### src/rtl/multicycle_ctrl.sv
// Multicycle control FSM: sequences fetch/decode/execute/memory/writeback for a
// small RISC-V subset and counts retired instructions.
module multicycle_ctrl #(
  parameter int CNT_W = 16
) (
  input  logic             clk,
  input  logic             rst_n,
  input  logic             start,
  input  logic             haltReq,
  input  logic [31:0]      ins,
  input  logic             zero,
  input  logic             memAck,
  output logic             PCWrite,
  output logic             IRWrite,
  output logic [1:0]       PCSel,
  output logic             RegWrite,
  output logic             ALUSrc,
  output logic             MemRead,
  output logic             MemWrite,
  output logic             MemToReg,
  output logic [2:0]       op,
  output logic [2:0]       state,
  output logic             busy,
  output logic             illegal,
  output logic [CNT_W-1:0] retired
);

  localparam logic [2:0] S_IDLE   = 3'd0;
  localparam logic [2:0] S_FETCH  = 3'd1;
  localparam logic [2:0] S_DECODE = 3'd2;
  localparam logic [2:0] S_EXEC   = 3'd3;
  localparam logic [2:0] S_MEM    = 3'd4;
  localparam logic [2:0] S_WB     = 3'd5;
  localparam logic [2:0] S_HALT   = 3'd6;

  localparam logic [6:0] OPC_R    = 7'h33;
  localparam logic [6:0] OPC_ADDI = 7'h13;
  localparam logic [6:0] OPC_LW   = 7'h03;
  localparam logic [6:0] OPC_SW   = 7'h23;
  localparam logic [6:0] OPC_BEQ  = 7'h63;
  localparam logic [6:0] OPC_JAL  = 7'h6F;

  localparam logic [2:0] ALU_AND = 3'b000;
  localparam logic [2:0] ALU_OR  = 3'b001;
  localparam logic [2:0] ALU_ADD = 3'b010;
  localparam logic [2:0] ALU_SUB = 3'b110;
  localparam logic [2:0] ALU_SLT = 3'b011;

  localparam logic [CNT_W-1:0] CNT_ONE = 1;

  logic [2:0]       state_q, state_d;
  logic [6:0]       opc_q;
  logic [2:0]       f3_q;
  logic             f7_q;
  logic             illegal_q, illegal_d;
  logic [CNT_W-1:0] retired_q;
  logic             decode_ok;
  logic [2:0]       alu_op;
  logic             alu_src;
  logic             unused_ins_bits;

  assign unused_ins_bits = ^{ins[31], ins[29:15], ins[11:7]};

  // Legality is judged on the live word in DECODE, the same cycle it is latched.
  always_comb begin
    decode_ok = 1'b0;
    case (ins[6:0])
      OPC_R: begin
        case (ins[14:12])
          3'b000, 3'b110, 3'b111, 3'b010: decode_ok = 1'b1;
          default:                         decode_ok = 1'b0;
        endcase
      end
      OPC_ADDI, OPC_LW, OPC_SW, OPC_BEQ, OPC_JAL: decode_ok = 1'b1;
      default: decode_ok = 1'b0;
    endcase
  end

  always_comb begin
    alu_op  = ALU_ADD;
    alu_src = 1'b0;
    case (opc_q)
      OPC_R: begin
        case (f3_q)
          3'b000:  alu_op = f7_q ? ALU_SUB : ALU_ADD;
          3'b110:  alu_op = ALU_OR;
          3'b111:  alu_op = ALU_AND;
          3'b010:  alu_op = ALU_SLT;
          default: alu_op = ALU_ADD;
        endcase
      end
      OPC_ADDI, OPC_LW, OPC_SW: alu_src = 1'b1;
      OPC_BEQ:                  alu_op  = ALU_SUB;
      default:                  alu_op  = ALU_ADD;
    endcase
  end

  always_comb begin
    state_d   = state_q;
    illegal_d = illegal_q;
    PCWrite   = 1'b0;
    IRWrite   = 1'b0;
    PCSel     = 2'b00;
    RegWrite  = 1'b0;
    ALUSrc    = 1'b0;
    MemRead   = 1'b0;
    MemWrite  = 1'b0;
    MemToReg  = 1'b0;
    op        = ALU_ADD;
    case (state_q)
      S_IDLE: if (start) state_d = S_FETCH;
      S_FETCH: begin
        IRWrite = 1'b1;
        state_d = S_DECODE;
      end
      S_DECODE: begin
        if (decode_ok) begin
          state_d = S_EXEC;
        end else begin
          state_d   = S_HALT;
          illegal_d = 1'b1;
        end
      end
      S_EXEC: begin
        op     = alu_op;
        ALUSrc = alu_src;
        case (opc_q)
          OPC_R, OPC_ADDI: state_d = S_WB;
          OPC_LW, OPC_SW:  state_d = S_MEM;
          OPC_BEQ: begin
            PCWrite = 1'b1;
            PCSel   = {1'b0, zero};
          end
          OPC_JAL: begin
            PCWrite = 1'b1;
            PCSel   = 2'b10;
          end
          default: begin
            state_d   = S_HALT;
            illegal_d = 1'b1;
          end
        endcase
      end
      S_MEM: begin
        op       = alu_op;
        ALUSrc   = alu_src;
        MemRead  = (opc_q == OPC_LW);
        MemWrite = (opc_q == OPC_SW);
        if (memAck) begin
          if (opc_q == OPC_LW) state_d = S_WB;
          else                 PCWrite = 1'b1;
        end
      end
      S_WB: begin
        op       = alu_op;
        ALUSrc   = alu_src;
        RegWrite = 1'b1;
        MemToReg = (opc_q == OPC_LW);
        PCWrite  = 1'b1;
      end
      S_HALT: state_d = S_HALT;
      default: begin
        state_d   = S_HALT;
        illegal_d = 1'b1;
      end
    endcase
    // Every retire cycle decides between stopping and fetching the next word.
    if (PCWrite) state_d = haltReq ? S_IDLE : S_FETCH;
  end

  always_ff @(posedge clk or negedge rst_n) begin
    if (!rst_n) begin
      state_q   <= S_IDLE;
      opc_q     <= 7'd0;
      f3_q      <= 3'd0;
      f7_q      <= 1'b0;
      illegal_q <= 1'b0;
      retired_q <= '0;
    end else begin
      state_q   <= state_d;
      illegal_q <= illegal_d;
      if (state_q == S_DECODE) begin
        opc_q <= ins[6:0];
        f3_q  <= ins[14:12];
        f7_q  <= ins[30];
      end
      if (PCWrite) retired_q <= retired_q + CNT_ONE;
    end
  end

  assign state   = state_q;
  assign busy    = (state_q >= S_FETCH) && (state_q <= S_WB);
  assign illegal = illegal_q;
  assign retired = retired_q;

endmodule

### config.mk
export PLATFORM = sky130hd
export DESIGN_NAME = multicycle_ctrl
export DESIGN_NICKNAME = d
export VERILOG_FILES = /design/src/rtl/multicycle_ctrl.sv
export SDC_FILE = /design/constraint.sdc
export NUM_CORES = 1
export LEC_CHECK = 0
export ABC_AREA = 1
export CAP_MARGIN = 0
export CORE_MARGIN = 2
export CORE_UTILIZATION = 35
export DETAILED_ROUTE_END_ITERATION = 8
export GPL_ROUTABILITY_DRIVEN = 0
export PLACE_DENSITY = 0.68
export SLEW_MARGIN = 10
export SYNTH_ARGS = -nofsm -noshare
export SYNTH_HDL_FRONTEND = slang
export SYNTH_SLANG_ARGS = --single-unit
### constraint.sdc
create_clock -name clk -period 1.7 [get_ports clk]
set_clock_uncertainty 0.1 [all_clocks]
set_input_delay 0.34 -clock clk [delete_from_list [all_inputs] [get_ports clk]]
set_output_delay 0.34 -clock clk [all_outputs]
set_load 0.01 [all_outputs]
==> results.json <==
{
  "hold_class": "in2async",
  "power_per_cell_area_nw_per_um2": 1320,
  "r2r_end": "retired[15]",
  "fin_tns_setup_ps": -2960,
  "utilization_pct": 63.7,
  "fmaxAchievable_mhz": 501,
  "min_period_over_period_pct": 117,
  "ctsRootBufferMaster": "sky130_fd_sc_hd__clkbuf_8",
  "synth_edf_count": 0,
  "cp-endpoint": "op[1]",
  "crit_path_max_fanout": 4,
  "grt_pass1_vias": 2076,
  "dieArea_um2": 6060,
  "timing.critical_path.from_type": "flop",
  "layout.cells.most_common": "sky130_fd_sc_hd__nand2_1",
  "placed_standard_cell_area_um2": 2740,
  "synth.ff_latch_count": 31,
  "total_power_mw": 4.36,
  "antenna_violations_before_repair": 0,
  "cts-buffers-inserted": 5,
  "slew_viol_final": 0,
  "cts-root-to-sink-buffers": 2,
  "drtIter0Drc": 126,
  "cts.htree.levels": 2,
  "result_of_the_run": "finished, violations left",
  "port-buffer-count": 49,
  "grt_pass1_wl_mm": 9.45,
  "synth.avg_cell_area_um2": 6.94,
  "globalRoute.totalOverflow": 0,
  "path_delay_family": "simple AND/OR/NAND/NOR gates",
  "routedWlPerCell_um": 12.9,
  "finish.net_count": 437,
  "viasPerCell": 4.72,
  "synth_cell_types": 29,
  "netlist.top_cell.by_area": "sky130_fd_sc_hd__dfrtp_1",
  "stdcell_area_um2": 3300,
  "slew_at_the_pin_closest_to_its_max_slew_limit_ps": 401,
  "synth_sequential_area_ratio_pct": 40.7,
  "post_route_cells_drive_above_1_share_pct": 35.4,
  "netlist_area_um2": 1910,
  "critical-path-slowest-cell": "sky130_fd_sc_hd__dfrtp_2",
  "place_ws_ps": -442,
  "pin_count": 71,
  "timing.rr.start": "opc_q[4]",
  "power.leakage_nw": 1.65,
  "asyncSetResetFlopFracSynth_pct": 100,
  "dr.pass1.iters": 4,
  "core_area_um2": 5170,
  "drc": 0,
  "vdd.ir_drop.worst_uv": 716,
  "postSynthCellCount": 275,
  "ys.warnings.count": 0,
  "detail_route.wirelength_mm": 6.04,
  "die_span_y_um": 77.8,
  "gr-usage-all-layers_pct": 19.7,
  "grt_setup_unrepaired": "yes",
  "violations": "negative setup slack",
  "clk_latency_ps": 280,
  "cts_tree": "done",
  "holdWs_ps": 361,
  "max_slew_margin_pct": 73.1,
  "site_row_count": 26,
  "pin_count_of_the_biggest_net_entering_global_routing": 32,
  "dp.final_hpwl_mm": 3.90,
  "period_minus_slack_ps": 2000,
  "fin_cells": 468,
  "worstPathCellList": "inv_2, nand3_2, nand2_2, nand3_2, nand3b_1, nand3b_1, buf_2",
  "cap_violations": 0,
  "yosys-top-cells-area": "sky130_fd_sc_hd__dfrtp_1 41%, sky130_fd_sc_hd__nand2_1 20%, sky130_fd_sc_hd__inv_1 7.1%, sky130_fd_sc_hd__nand3_1 5.8%, sky130_fd_sc_hd__nor2_1 4.5%",
  "cp_slowest_stage_delay_ps": 440,
  "syn-num-nets": 314,
  "cp.required_ps": 1260,
  "clkTransAtPathRegs_ps": 60,
  "finalWorstSetupSlack_ps": -297,
  "setup.worst_path.class": "reg2out",
  "via_count_of_the_routed_design": 2210,
  "critPathArrivalTime_ps": 1560,
  "signed_area_change_from_the_synthesized_netlist_to_the_final_layout_pct": 72.7,
  "place.detailed.instances": 429,
  "number_of_buffer_and_inverter_instances_along_the_worst_setup_path": 2,
  "synth_top_cell_area_share_pct": 40.7,
  "clock_sink_count": 31,
  "hold_vio_cnt_final": 0,
  "post_synth_top_flop": "sky130_fd_sc_hd__dfrtp_1",
  "timing.reg2reg.setup_slack_ps": -60,
  "worst-r2r-cell-count": 8,
  "final_cell_mix": "93 x sky130_fd_sc_hd__nand2_1, 51 x sky130_fd_sc_hd__buf_4, 29 x sky130_fd_sc_hd__inv_1",
  "path_depth": 7,
  "category_of_the_worst_setup_path_capture_point": "output pin",
  "fillerInstances": 420,
  "worst_setup_path_startpoint": "state[2]",
  "die_w_um": 77.8,
  "final-setup-viol-count": 28,
  "drtAntennaViolNets": 0,
  "antenna_cells_inserted": 0,
  "floorplan.initialDensity_pct": 36.9
}
-- cell families after synthesis --
family                   Yosys count  share of synthesized area [%]
flip-flops                        31                           40.7
XOR/XNOR                           5                           2.29
AO/OA/AOI/OAI                     23                           6.69
adder cells (fa/ha/maj)            1                          0.656
buffers and inverters             43                           9.84
AND/OR/NAND/NOR                  172                           39.9
-- routing by layer --
layer / vias up / share of wire [%] / global-route usage (%)
li1: 1104 / - / -
met1: 1039 / 41 / 24.0
met2: 57 / 53 / 34.9
met3: 10 / 4.1 / 3.49
met4: 0 / 2.4 / 6.07
met5: - / 0 / 0
-- cells in the mapped netlist (3+ instances only) --
cell	number
sky130_fd_sc_hd__nand2_1	102
sky130_fd_sc_hd__inv_1	36
sky130_fd_sc_hd__dfrtp_1	31
sky130_fd_sc_hd__nor2_1	23
sky130_fd_sc_hd__nand3_1	22
sky130_fd_sc_hd__o21ai_0	16
sky130_fd_sc_hd__nor3_1	10
sky130_fd_sc_hd__xor2_1	4
sky130_fd_sc_hd__a21oi_1	3
sky130_fd_sc_hd__nand3b_1	3
sky130_fd_sc_hd__nand4_1	3
-- where the power goes --
part | switching (mW) | total [mW] | internal, mW
clock network | 0.260 | 0.577 | 0.317
logic | 1.29 | 2.63 | 1.34
registers | 0.186 | 1.15 | 0.966
total | 1.74 | 4.36 | 2.62
-- sequential cells by signal, summed over array words and instances (netlist names) --
register  cells
f3_q          3
state         3
f7_q          1
illegal       1
retired      16
opc_q         7
-- final cells by class --
type / count / area [um2] / area share [%]
Multi-Input combinational cell: 201 / 1090 / 33.1
Timing Repair Buffer: 120 / 1090 / 33.0
Sequential cell: 31 / 782 / 23.7
Inverter: 38 / 151 / 4.59
Tap cell: 70 / 87.6 / 2.66
Clock buffer: 6 / 82.6 / 2.51
Timing Repair inverter: 1 / 7.51 / 0.228
Clock inverter: 1 / 5.00 / 0.152
-- how the worst min path moves through the flow --
stage / start / to / slack [ps]
after floorplan: rst_n / f3_q[0] / -60
after global placement: opc_q[0] / opc_q[0] / 360
final: rst_n / f3_q[0] / 360
after CTS: rst_n / retired[3] / 370
after detailed placement: opc_q[1] / opc_q[1] / 370
after global routing: rst_n / opc_q[5] / 400
-- timing repair --
| action | 4_1_cts | 5_1_grt |
|---|---|---|
| setup endpoints to repair | 38 | 41 |
| gates resized for setup | 96 | 47 |
| hold buffers | 0 | 0 |
| buffers inserted | 20 | 12 |
| gates cloned | 0 | 2 |
| pin swaps | 11 | 19 |
No activity file was read; power rests on OpenSTA's default activity.
